`config.mk`:
```
export PLATFORM = sky130hd
export DESIGN_NAME = serial_adder
export DESIGN_NICKNAME = d
export VERILOG_FILES = /design/src/rtl/serial_adder.sv
export SDC_FILE = /design/constraint.sdc
export NUM_CORES = 1
export LEC_CHECK = 0
export BUFFER_PORTS_ARGS = -buffer_cell sky130_fd_sc_hd__buf_2
export CAP_MARGIN = 20
export CORE_MARGIN = 2
export CORE_UTILIZATION = 54
export DETAILED_ROUTE_END_ITERATION = 10
export PLACE_DENSITY = 0.78
export SYNTH_ARGS = -nofsm -noshare
export SYNTH_HDL_FRONTEND = slang
export SYNTH_HIERARCHICAL = 1
export SYNTH_SLANG_ARGS = --single-unit
```
`constraint.sdc`:
```
create_clock -name clk -period 2.1 [get_ports clk]
set_input_delay 0.42 -clock clk [delete_from_list [all_inputs] [get_ports clk]]
set_output_delay 0.42 -clock clk [all_outputs]
set_load 0.02 [all_outputs]
```
`src/rtl/serial_adder.sv`:
```
// Bit-serial adder: one full-adder slice built from base gates, iterated
// LSB-first over WIDTH clock edges with a three-state controller.

module xor_mod (
   input  logic a,
   input  logic b,
   output logic y
);
   assign y = a ^ b;
endmodule

module and_mod (
   input  logic a,
   input  logic b,
   output logic y
);
   assign y = a & b;
endmodule

module or_mod (
   input  logic a,
   input  logic b,
   output logic y
);
   assign y = a | b;
endmodule

module serial_adder #(
   parameter int WIDTH = 8
) (
   input  logic             clk,
   input  logic             rst_n,
   input  logic             start,
   input  logic [WIDTH-1:0] a,
   input  logic [WIDTH-1:0] b,
   input  logic             cin,
   output logic             busy,
   output logic             done,
   output logic [WIDTH-1:0] sum,
   output logic             cout
);
   localparam int CW = $clog2(WIDTH) + 1;
   localparam logic [CW-1:0] LAST = CW'(WIDTH - 1);

   typedef enum logic [1:0] {IDLE, SHIFT, DONE} state_t;

   state_t           state_reg;
   logic [WIDTH-1:0] a_reg;
   logic [WIDTH-1:0] b_reg;
   logic [WIDTH-1:0] sum_reg;
   logic [CW-1:0]    cnt_reg;
   logic             carry_reg;
   logic             cin_reg;
   logic             busy_reg;
   logic             done_reg;

   logic c_in;
   logic x_ab;
   logic s_bit;
   logic gen;
   logic prop;
   logic c_next;

   // The accepted carry-in is applied on the first shift so the carry flop
   // (and therefore cout) keeps the previous result until that edge.
   assign c_in = (cnt_reg == '0) ? cin_reg : carry_reg;

   xor_mod u_xor_ab (.a(a_reg[0]), .b(b_reg[0]), .y(x_ab));
   xor_mod u_xor_s  (.a(x_ab),     .b(c_in),     .y(s_bit));
   and_mod u_and_g  (.a(a_reg[0]), .b(b_reg[0]), .y(gen));
   and_mod u_and_p  (.a(c_in),     .b(x_ab),     .y(prop));
   or_mod  u_or_c   (.a(gen),      .b(prop),     .y(c_next));

   always_ff @(posedge clk or negedge rst_n) begin
      if (!rst_n) begin
         state_reg <= IDLE;
         a_reg     <= '0;
         b_reg     <= '0;
         sum_reg   <= '0;
         cnt_reg   <= '0;
         carry_reg <= 1'b0;
         cin_reg   <= 1'b0;
         busy_reg  <= 1'b0;
         done_reg  <= 1'b0;
      end else begin
         case (state_reg)
            IDLE: begin
               if (start) begin
                  a_reg     <= a;
                  b_reg     <= b;
                  cin_reg   <= cin;
                  cnt_reg   <= '0;
                  sum_reg   <= '0;
                  busy_reg  <= 1'b1;
                  state_reg <= SHIFT;
               end
            end
            SHIFT: begin
               a_reg     <= a_reg >> 1;
               b_reg     <= b_reg >> 1;
               sum_reg   <= {s_bit, sum_reg[WIDTH-1:1]};
               carry_reg <= c_next;
               cnt_reg   <= cnt_reg + CW'(1);
               if (cnt_reg == LAST) begin
                  state_reg <= DONE;
                  done_reg  <= 1'b1;
               end
            end
            DONE: begin
               done_reg  <= 1'b0;
               busy_reg  <= 1'b0;
               state_reg <= IDLE;
            end
            default: begin
               done_reg  <= 1'b0;
               busy_reg  <= 1'b0;
               state_reg <= IDLE;
            end
         endcase
      end
   end

   assign busy = busy_reg;
   assign done = done_reg;
   assign sum  = sum_reg;
   assign cout = carry_reg;

endmodule

```
* Yosys cells after proc, flatten, opt, wreduce, memory -nomap -nowiden *
Cells that the tools add are included.

cells by class
  add/subtract/negate cells = 1
  equal/unequal tests = 4
  muxes and demuxes = 16
  bitwise gates (word level) = 7
  reductions and logical operators = 8

operators with widths
  operator                                              number
  case mux 8 bit (2 select lines)                       3
  2-to-1 mux 8 bit                                      3
  AND reduction 2 bit                                   5
  case mux 4 bit (2 select lines)                       1
  adder 4 x 1 -> 4 bit (second input constant)          1
  equality test 4 x 3 -> 1 bit (second input constant)  1
  zero test 4 bit                                       1
  2-to-1 mux 2 bit                                      2
  2-to-1 mux 4 bit                                      1
  != test 2 bit (second input constant)                 2
  case mux 1 bit (2 select lines)                       2
  case mux 2 bit (2 select lines)                       1
  2-to-1 mux 1 bit                                      3
  AND 1 bit                                             2
  equality test 2 x 1 -> 1 bit (second input constant)  1
  zero test 2 bit                                       1
  inverter 1 bit                                        2
  nonzero test 2 bit                                    1
  XOR 1 bit                                             2
  OR 1 bit                                              1

word-level totals
  register bits = 34
  input port bits = 20
  output and inout port bits = 11
  logic and storage cells = 45

* Logic depth before layout (Yosys ltp) *
Gate-level depths: netlist of run 1.

  word-level depth = 4
  gate-level depth with buffers = 7
  depth with buffers taken out = 7

* By module *
Netlist of run 1, hierarchy kept.

by module, submodules not included
  module        instances  cells an instance  area each (sq um)  sequential area each (sq um)
  serial_adder  1          151                1,579.0            850.8
  xor_mod       2          1                  8.8                0.0
  and_mod       2          1                  6.3                0.0
  or_mod        1          1                  6.3                0.0

* Worst setup path after synthesis of run 1 *
No wires, ideal clock.

  kind = reg2reg
  from = register cnt_reg[0]
  to = register carry_reg, in the netlist cout
  library setup time = 0.125 ns
  data arrival time = 1.595 ns
  required time = 1.975 ns
  path slack = 0.380 ns
  stages on the path, launching flop included = 8
  buffers on the path = 0
  clock period less this slack = 1.720 ns
  path through = dfrtp_1 > inv_1 > ha_1 > nand2_1 > mux2_2 > and2_1 > or2_1 > mux2_2

on the way
  cells in the longest elaborated chain, start to end = 4

RTL lines
  element                 RTL line  text
  start, declared         51        logic [CW-1:0] cnt_reg;
  start signal, assigned  103       cnt_reg <= cnt_reg + CW'(1);
  zero test 4 bit         66        assign c_in = (cnt_reg == '0) ? cin_reg : carry_reg;
  2-to-1 mux 1 bit        66
  via c_in                57        logic c_in;
  AND 1 bit               17        assign y = a & b;
  via prop                61        logic prop;
  OR 1 bit                25        assign y = a | b;
  via c_next              62        logic c_next;
  end signal, assigned    102       carry_reg <= c_next;
  end, declared           52        logic carry_reg;

The timed path passes the listed nets, and every way through them passes these cells.
A chain may end at the register's enable or synchronous reset.

* Worst setup path after layout of run 1 *
Same ends and word-level chain as after synthesis.

==> metrics.csv, run 1 <==
metric,value,unit
outcome,finished with violations,
violations,design-rule violations,
drc,2,
ys_seq_area_share,52.67,%
wire_per_inst,14.68,µm
end_kind,flip-flop,
cts_buffers,5,
cp_slowest_stage_delay,410,ps
drt-total-wl,3215,µm
antenna_found_initial,0,
place_inst,211,
power_switching_share,40.12,%
register_area,850.8,µm²
portBuffers,30,
final-setup-viol-count,0,
maxCapViolCount,0,
worst_setup_path_start_kind,flip-flop,
yosysTopAreaCell,dfrtp_1,
min_path_type,input port to asynchronous set/reset pin,
p_switching,1.060,mW
die_x,58.69,µm
die_y,58.69,µm
diodes,0,
final_core_util,65.61,%
initial_utilization,57.58,%
ys_seq_elements,34,
maxSlewViolCount,0,
cts.sinks,34,
period_share,87.52,%
pwr-share-clk,14.4,%
ys_warn_count,6,
ctsResizeCount,0,
max-vdd-ir-drop,0.0007468,V
cpMaxStageDelayCell,dfrtp_1,
pwr_density_cell,1436,nW/µm²
synthesis.area,1615,µm²
ys.flop_type,dfrtp_1,
multi_input_area,684.4,µm²
synth_edf_count,0,
grt_pass1_vias,1244,
internal_power,1.583,mW
max_freq,544.1,MHz
clk_pin_slew,110,ps
cp.arrival,2070,ps
num-fill-cells,240,
area_delta_synth_final,13.94,%
ys_async_sr_fraction,100.0,%
clk_latency,340,ps
htree_levels,2,
layout.cells.non_filler,219,
synth_area_leaders,"dfrtp_1, a22oi_1, a21oi_1, nor2b_1, a22o_1",
leakagePower,0.9055,nW
path_class,flip-flop to flip-flop,
rows,19,
syn_area_per_cell,10.35,µm²
synth.most_common_cell,dfrtp_1,
final-hold-violation-count,0,
layout.nets,209,
root_buffer,clkbuf_4,
place_ws,266.1,ps
io_pins,31,
post_drt_via_cell_ratio,5.763,
ant_nets,0,
dieArea,3445,µm²
ys_types,27,
skew,10.97,ps
combPwrFrac,42.2,%
dr.pass1.iters,7,
hold_buffers,0,
fin_ws,262.0,ps
syn-instance-count,156,
p_seq_share,43.4,%
cts_setup_buffers,0,
hpwl,2161,µm
worstPathMaxFanout,4,
track_usage,21.67,%
grt_pass1_wl,5568,µm
fp.coreArea,2805,µm²
crit_top_cell,mux2_2,
synth_fp_nets,178,
clockBufferDepth,2,
grt_overflow,0,
cp_cell_sequence,"inv_1, ha_1, nand2_1, mux2_2, and2_1, or2_1, mux2_2",
gp_congestion,0.6922,
vias,1262,
yosysTopAreaCellShare,52.67,%
cts_tree,done,
r2r-start,cnt_reg[0],
rsz0062_at_grt,no,
drtIter0Drc,43,
synth_common_cells,"dfrtp_1, a21oi_1, a22oi_1",
cp_data_required_time,2340,ps
period_needed,1838,ps
tightest_slew,777.8,ps
tns,0,ps
grt_start_max_net_pins,35,
max_slew_margin,48.04,%
layout-drive-gt1-share,24.47,%
worstSetupStartpoint,cnt_reg[0],
-- routing by layer --
metal  wire length, µm  up-vias  track usage [%]
li1                  -      618                -
met1              1451      608            28.34
met2              1564       31            34.35
met3               158        5            5.495
met4                41        0            9.416
met5                 0        -                0
-- cells by family (layout without fill, tap and decap cells) --
logic type,after synthesis,after routing,synth area share [%]
AOI/OAI and AO/OA,61,61,23.39
and+or+nand+nor,38,38,13.40
DFF,34,34,52.67
buffers and inverters,15,47,4.956
muxes,4,4,2.943
adders and majority gates,2,2,1.549
xor gates and xnor gates,2,2,1.085
-- worst paths after layout --
check / end / slack [ps] / depth (start not counted)
max: cout / 260 / 7
min: sum[2] / 130 / 1
max reg2reg: cout / 260 / 7
min reg2reg: sum[0] / 500 / 1
max in group asynchronous: b_reg[4] / 1490 / 1
min in group clk: cin_reg / 300 / 2
-- cell usage in the layout (no fill, tap or decap), drive strengths merged --
cell type	count
a21oi	17
and4b	2
clkinv	1
nor2b	12
and2b	6
ha	2
or2	1
a31oi	1
nand3	1
a22oi	14
inv	4
a41oi	1
mux2	3
o21bai	1
buf	35
nand2	8
clkinvlp	1
xor2	2
nor2	6
and2	2
clkbuf	6
o21ai	19
a22o	8
mux2i	1
dfrtp	34
-- power by group through the flow --
stage | Sequential [mW] | Combinational, mW | Clock [mW]
5_1_grt | 1.19 | 1.25 | 0.421
3_3_place_gp | 1.14 | 1.07 | 0
6_report | 1.15 | 1.12 | 0.382
3_5_place_dp | 1.16 | 1.11 | 0
2_1_floorplan | 1.23 | 0.745 | 0
4_1_cts | 1.15 | 1.12 | 0.391
-- metrics by stage --
| stage | hold slack, ps | area (µm²) | total power [mW] |
|---|---|---|---|
| after global routing | 172.3 | 1841 | 2.859 |
| after floorplan | 124.4 | 1615 | 1.971 |
| after CTS | 153.8 | 1841 | 2.659 |
| after global placement | 481.8 | 1777 | 2.217 |
| after detailed placement | 487.0 | 1777 | 2.271 |
| final | 129.7 | 1841 | 2.643 |
-- critical path, delay by kind of cell (launching register included) --
kind / cells / cell delay (ps)
buf+inv: 1 / 90
simple gates: 3 / 430
mux: 2 / 610
fa+ha+maj: 1 / 200
flops: 1 / 410
-- final cells by class --
type / count / share of cell area [%]
clock buffers: 6 / 2.787
clock inverters: 2 / 0.6798
inverters: 4 / 0.8158
multi-input cells: 107 / 37.19
flip-flops and latches: 34 / 46.23
well taps: 31 / 2.107
repair buffers: 35 / 10.20
No activity file was read; power rests on OpenSTA's default activity.
==> inputs of run 2 (changes only) <==
ABC_AREA = 1   (was default)
CORE_UTILIZATION = 53   (was 54)
PLACE_DENSITY = 0.77   (was 0.78)
==> metrics.csv, run 2 <==
metric,value,unit,change
final_cell_mix,"nand2_1, nand3_1, dfrtp_1",,"was dfrtp_1, buf_2, a21oi_1"
area_delta_synth_final,17.07,%,was 13.94%
hold_buffers,0,,unchanged
pwr-share-clk,23.5,%,was 14.4%
period_share,70.49,%,was 87.52%
ys_seq_area_share,55.28,%,was 52.67%
worst_setup_path_start_kind,flip-flop,,unchanged
internal_power,1.651,mW,was 1.583 mW
outcome,completed,,was finished with violations
rsz0062_at_grt,no,,unchanged
skew,10.79,ps,was 10.97 ps
initial_utilization,55.81,%,was 57.58%
synth_area_leaders,"dfrtp_1, nand2_1, nand3_1, inv_1, buf_2",,"was dfrtp_1, a22oi_1, a21oi_1, nor2b_1, a22o_1"
grt_start_max_net_pins,35,,unchanged
clockBufferDepth,2,,unchanged
root_buffer,clkbuf_4,,unchanged
syn-instance-count,188,,was 156
synth_common_cells,"nand2_1, nand3_1, dfrtp_1",,"was dfrtp_1, a21oi_1, a22oi_1"
power_switching_share,38.60,%,was 40.12%
ys.flop_type,dfrtp_1,,unchanged
rows,19,,unchanged
diodes,0,,unchanged
path_delay_family,buffers and inverters,,was multiplexers
hpwl,2078,µm,was 2161 µm
tns,0,ps,unchanged
p_seq_share,41.0,%,was 43.4%
ys_seq_elements,34,,unchanged
track_usage,21.31,%,was 21.67%
final-hold-violation-count,0,,unchanged
die_x,57.89,µm,was 58.69 µm
max_freq,675.5,MHz,was 544.1 MHz
maxSlewViolCount,0,,unchanged
ys_types,15,,was 27
dieArea,3351,µm²,was 3445 µm²
layout.nets,240,,was 209
cp.arrival,1740,ps,was 2070 ps
synth_edf_count,0,,unchanged
cp_data_required_time,2360,ps,was 2340 ps
syn_area_per_cell,8.186,µm²,was 10.35 µm²
clk_latency,340,ps,about the same
leakagePower,1.004,nW,was 0.9055 nW
crit_buf_inv,2,,was 1
drt-total-wl,3057,µm,was 3215 µm
period_needed,1480,ps,was 1838 ps
portBuffers,30,,unchanged
drtIter0Drc,57,,was 43
final_common_cell,nand2_1,,was dfrtp_1
synth.most_common_cell,nand2_1,,was dfrtp_1
final-setup-viol-count,0,,unchanged
maxCapViolCount,0,,unchanged
cpMaxStageDelayCell,inv_2,,was dfrtp_1
synth_fp_nets,210,,was 178
yosysTopAreaCellShare,55.28,%,was 52.67%
ys_warn_count,6,,unchanged
drc,0,,was 2
vias,1284,,"was 1,262"
path_class,flip-flop to flip-flop,,unchanged
layout-drive-gt1-share,20.09,%,was 24.47%
die_y,57.89,µm,was 58.69 µm
htree_levels,2,,unchanged
crit_top_cell,inv_2,,was mux2_2
power,2.689,mW,was 2.643 mW
cts.sinks,34,,unchanged
cp_slowest_stage_delay,460,ps,was 410 ps
worst-r2r-cell-count,5,,was 7
cts_setup_buffers,0,,unchanged
end_kind,flip-flop,,unchanged
grt_overflow,0,,unchanged
final_core_util,65.34,%,was 65.61%
max-vdd-ir-drop,0.001179,V,was 0.0007468 V
io_pins,31,,unchanged
grt_pass1_vias,1239,,"was 1,244"
worst-path-stages,5,,was 7
ctsResizeCount,0,,unchanged
tightest_slew,724.7,ps,was 777.8 ps
cp_cell_sequence,"inv_2, nand2_1, inv_2, nand3_1, o21ai_0",,"was inv_1, ha_1, nand2_1, mux2_2, and2_1, or2_1, mux2_2"
dr.pass1.iters,5,,was 7
min_path_type,input port to asynchronous set/reset pin,,unchanged
cts_buffers,5,,unchanged
combPwrFrac,35.6,%,was 42.2%
yosysTopAreaCell,dfrtp_1,,unchanged
fp.coreArea,2758,µm²,was 2805 µm²
cts_tree,done,,unchanged
p_switching,1.038,mW,was 1.060 mW
pwr_density_cell,1492,nW/µm²,was 1436 nW/µm²
wire_per_inst,12.23,µm,was 14.68 µm
clk_pin_slew,100,ps,was 110 ps
ant_nets,0,,unchanged
antenna_found_initial,0,,unchanged
synthesis.area,1539,µm²,was 1615 µm²
post_drt_via_cell_ratio,5.136,,was 5.763
max_slew_margin,51.69,%,was 48.04%
gp_congestion,0.8297,,was 0.6922
grt_pass1_wl,5409,µm,was 5568 µm
ys_async_sr_fraction,100.0,%,unchanged
worstPathMaxFanout,27,,was 4
[run 2: cell types whose count changed after synthesis, moves of 3 or more]
| cell | delta |
|---|---|
| nand2_1 | +63 |
| nand3_1 | +41 |
| a21oi_1 | -17 |
| a22oi_1 | -14 |
| inv_1 | +12 |
| nor2b_1 | -12 |
| a22o_1 | -8 |
| o21ai_1 | -8 |
| and2b_1 | -6 |
| nor2_1 | -5 |
| o21ai_0 | -3 |
[run 2: worst paths after layout]
check,from,end,slack (ps)
min in group clk,a[2],a_reg[2],280
max,state_reg[1],cnt_reg[2],620
max reg2reg,state_reg[1],cnt_reg[2],620
min,rst_n,cout,130
min reg2reg,done,done,500
max in group asynchronous,rst_n,sum[3],1510
[run 2: final cells by class]
class	count	area, µm²
clock inverters	2	60.06
fillers	235	955.9
flip-flops and latches	34	850.8
multi-input cells	128	575.6
inverters	18	67.56
repair buffers	31	157.7
clock buffers	6	51.30
well taps	31	38.79
[run 2: cells by family after synthesis]
logic type               Yosys count  synth area share (%)
AND/OR/NAND/NOR                  118                 33.17
AO/OA/AOI/OAI                      8                 2.602
flip-flops                        34                 55.28
buffers and inverters             26                 7.317
adder cells (fa/ha/maj)            2                 1.626
[run 2: per-stage QoR]
stage	worst slack, ps	cell area (µm²)	hold WS (ps)	std cells
floorplan	795.9	1539	124.4	188
global placement	599.1	1690	458.5	242
detailed placement	573.8	1690	481.8	242
CTS	606.2	1802	144.7	250
global route	394.1	1802	192.5	250
finish	619.7	1802	129.0	250
[run 2: power by group through the flow]
stage / registers, mW / logic [mW] / clock network (mW)
global placement: 1.10 / 0.929 / 0
CTS: 1.10 / 0.969 / 0.647
detailed placement: 1.11 / 0.965 / 0
floorplan: 1.19 / 0.636 / 0
global route: 1.14 / 1.10 / 0.668
finish: 1.10 / 0.956 / 0.631
[run 2: layer usage]
layer  global-route usage (%)  vias up  part of all wire (%)
met4                    9.635        0                   1.4
met3                    5.134        5                   6.1
met2                    33.60       35                    47
li1                         -      654                     -
met5                        0        -                     0
met1                    28.04      590                    46
[run 2: worst register-to-register path, cell delays in order, from the launching register on]
cell and delay [ps]:
dfrtp_1 390, inv_2 80, nand2_1 270, inv_2 460, nand3_1 110, o21ai_0 90
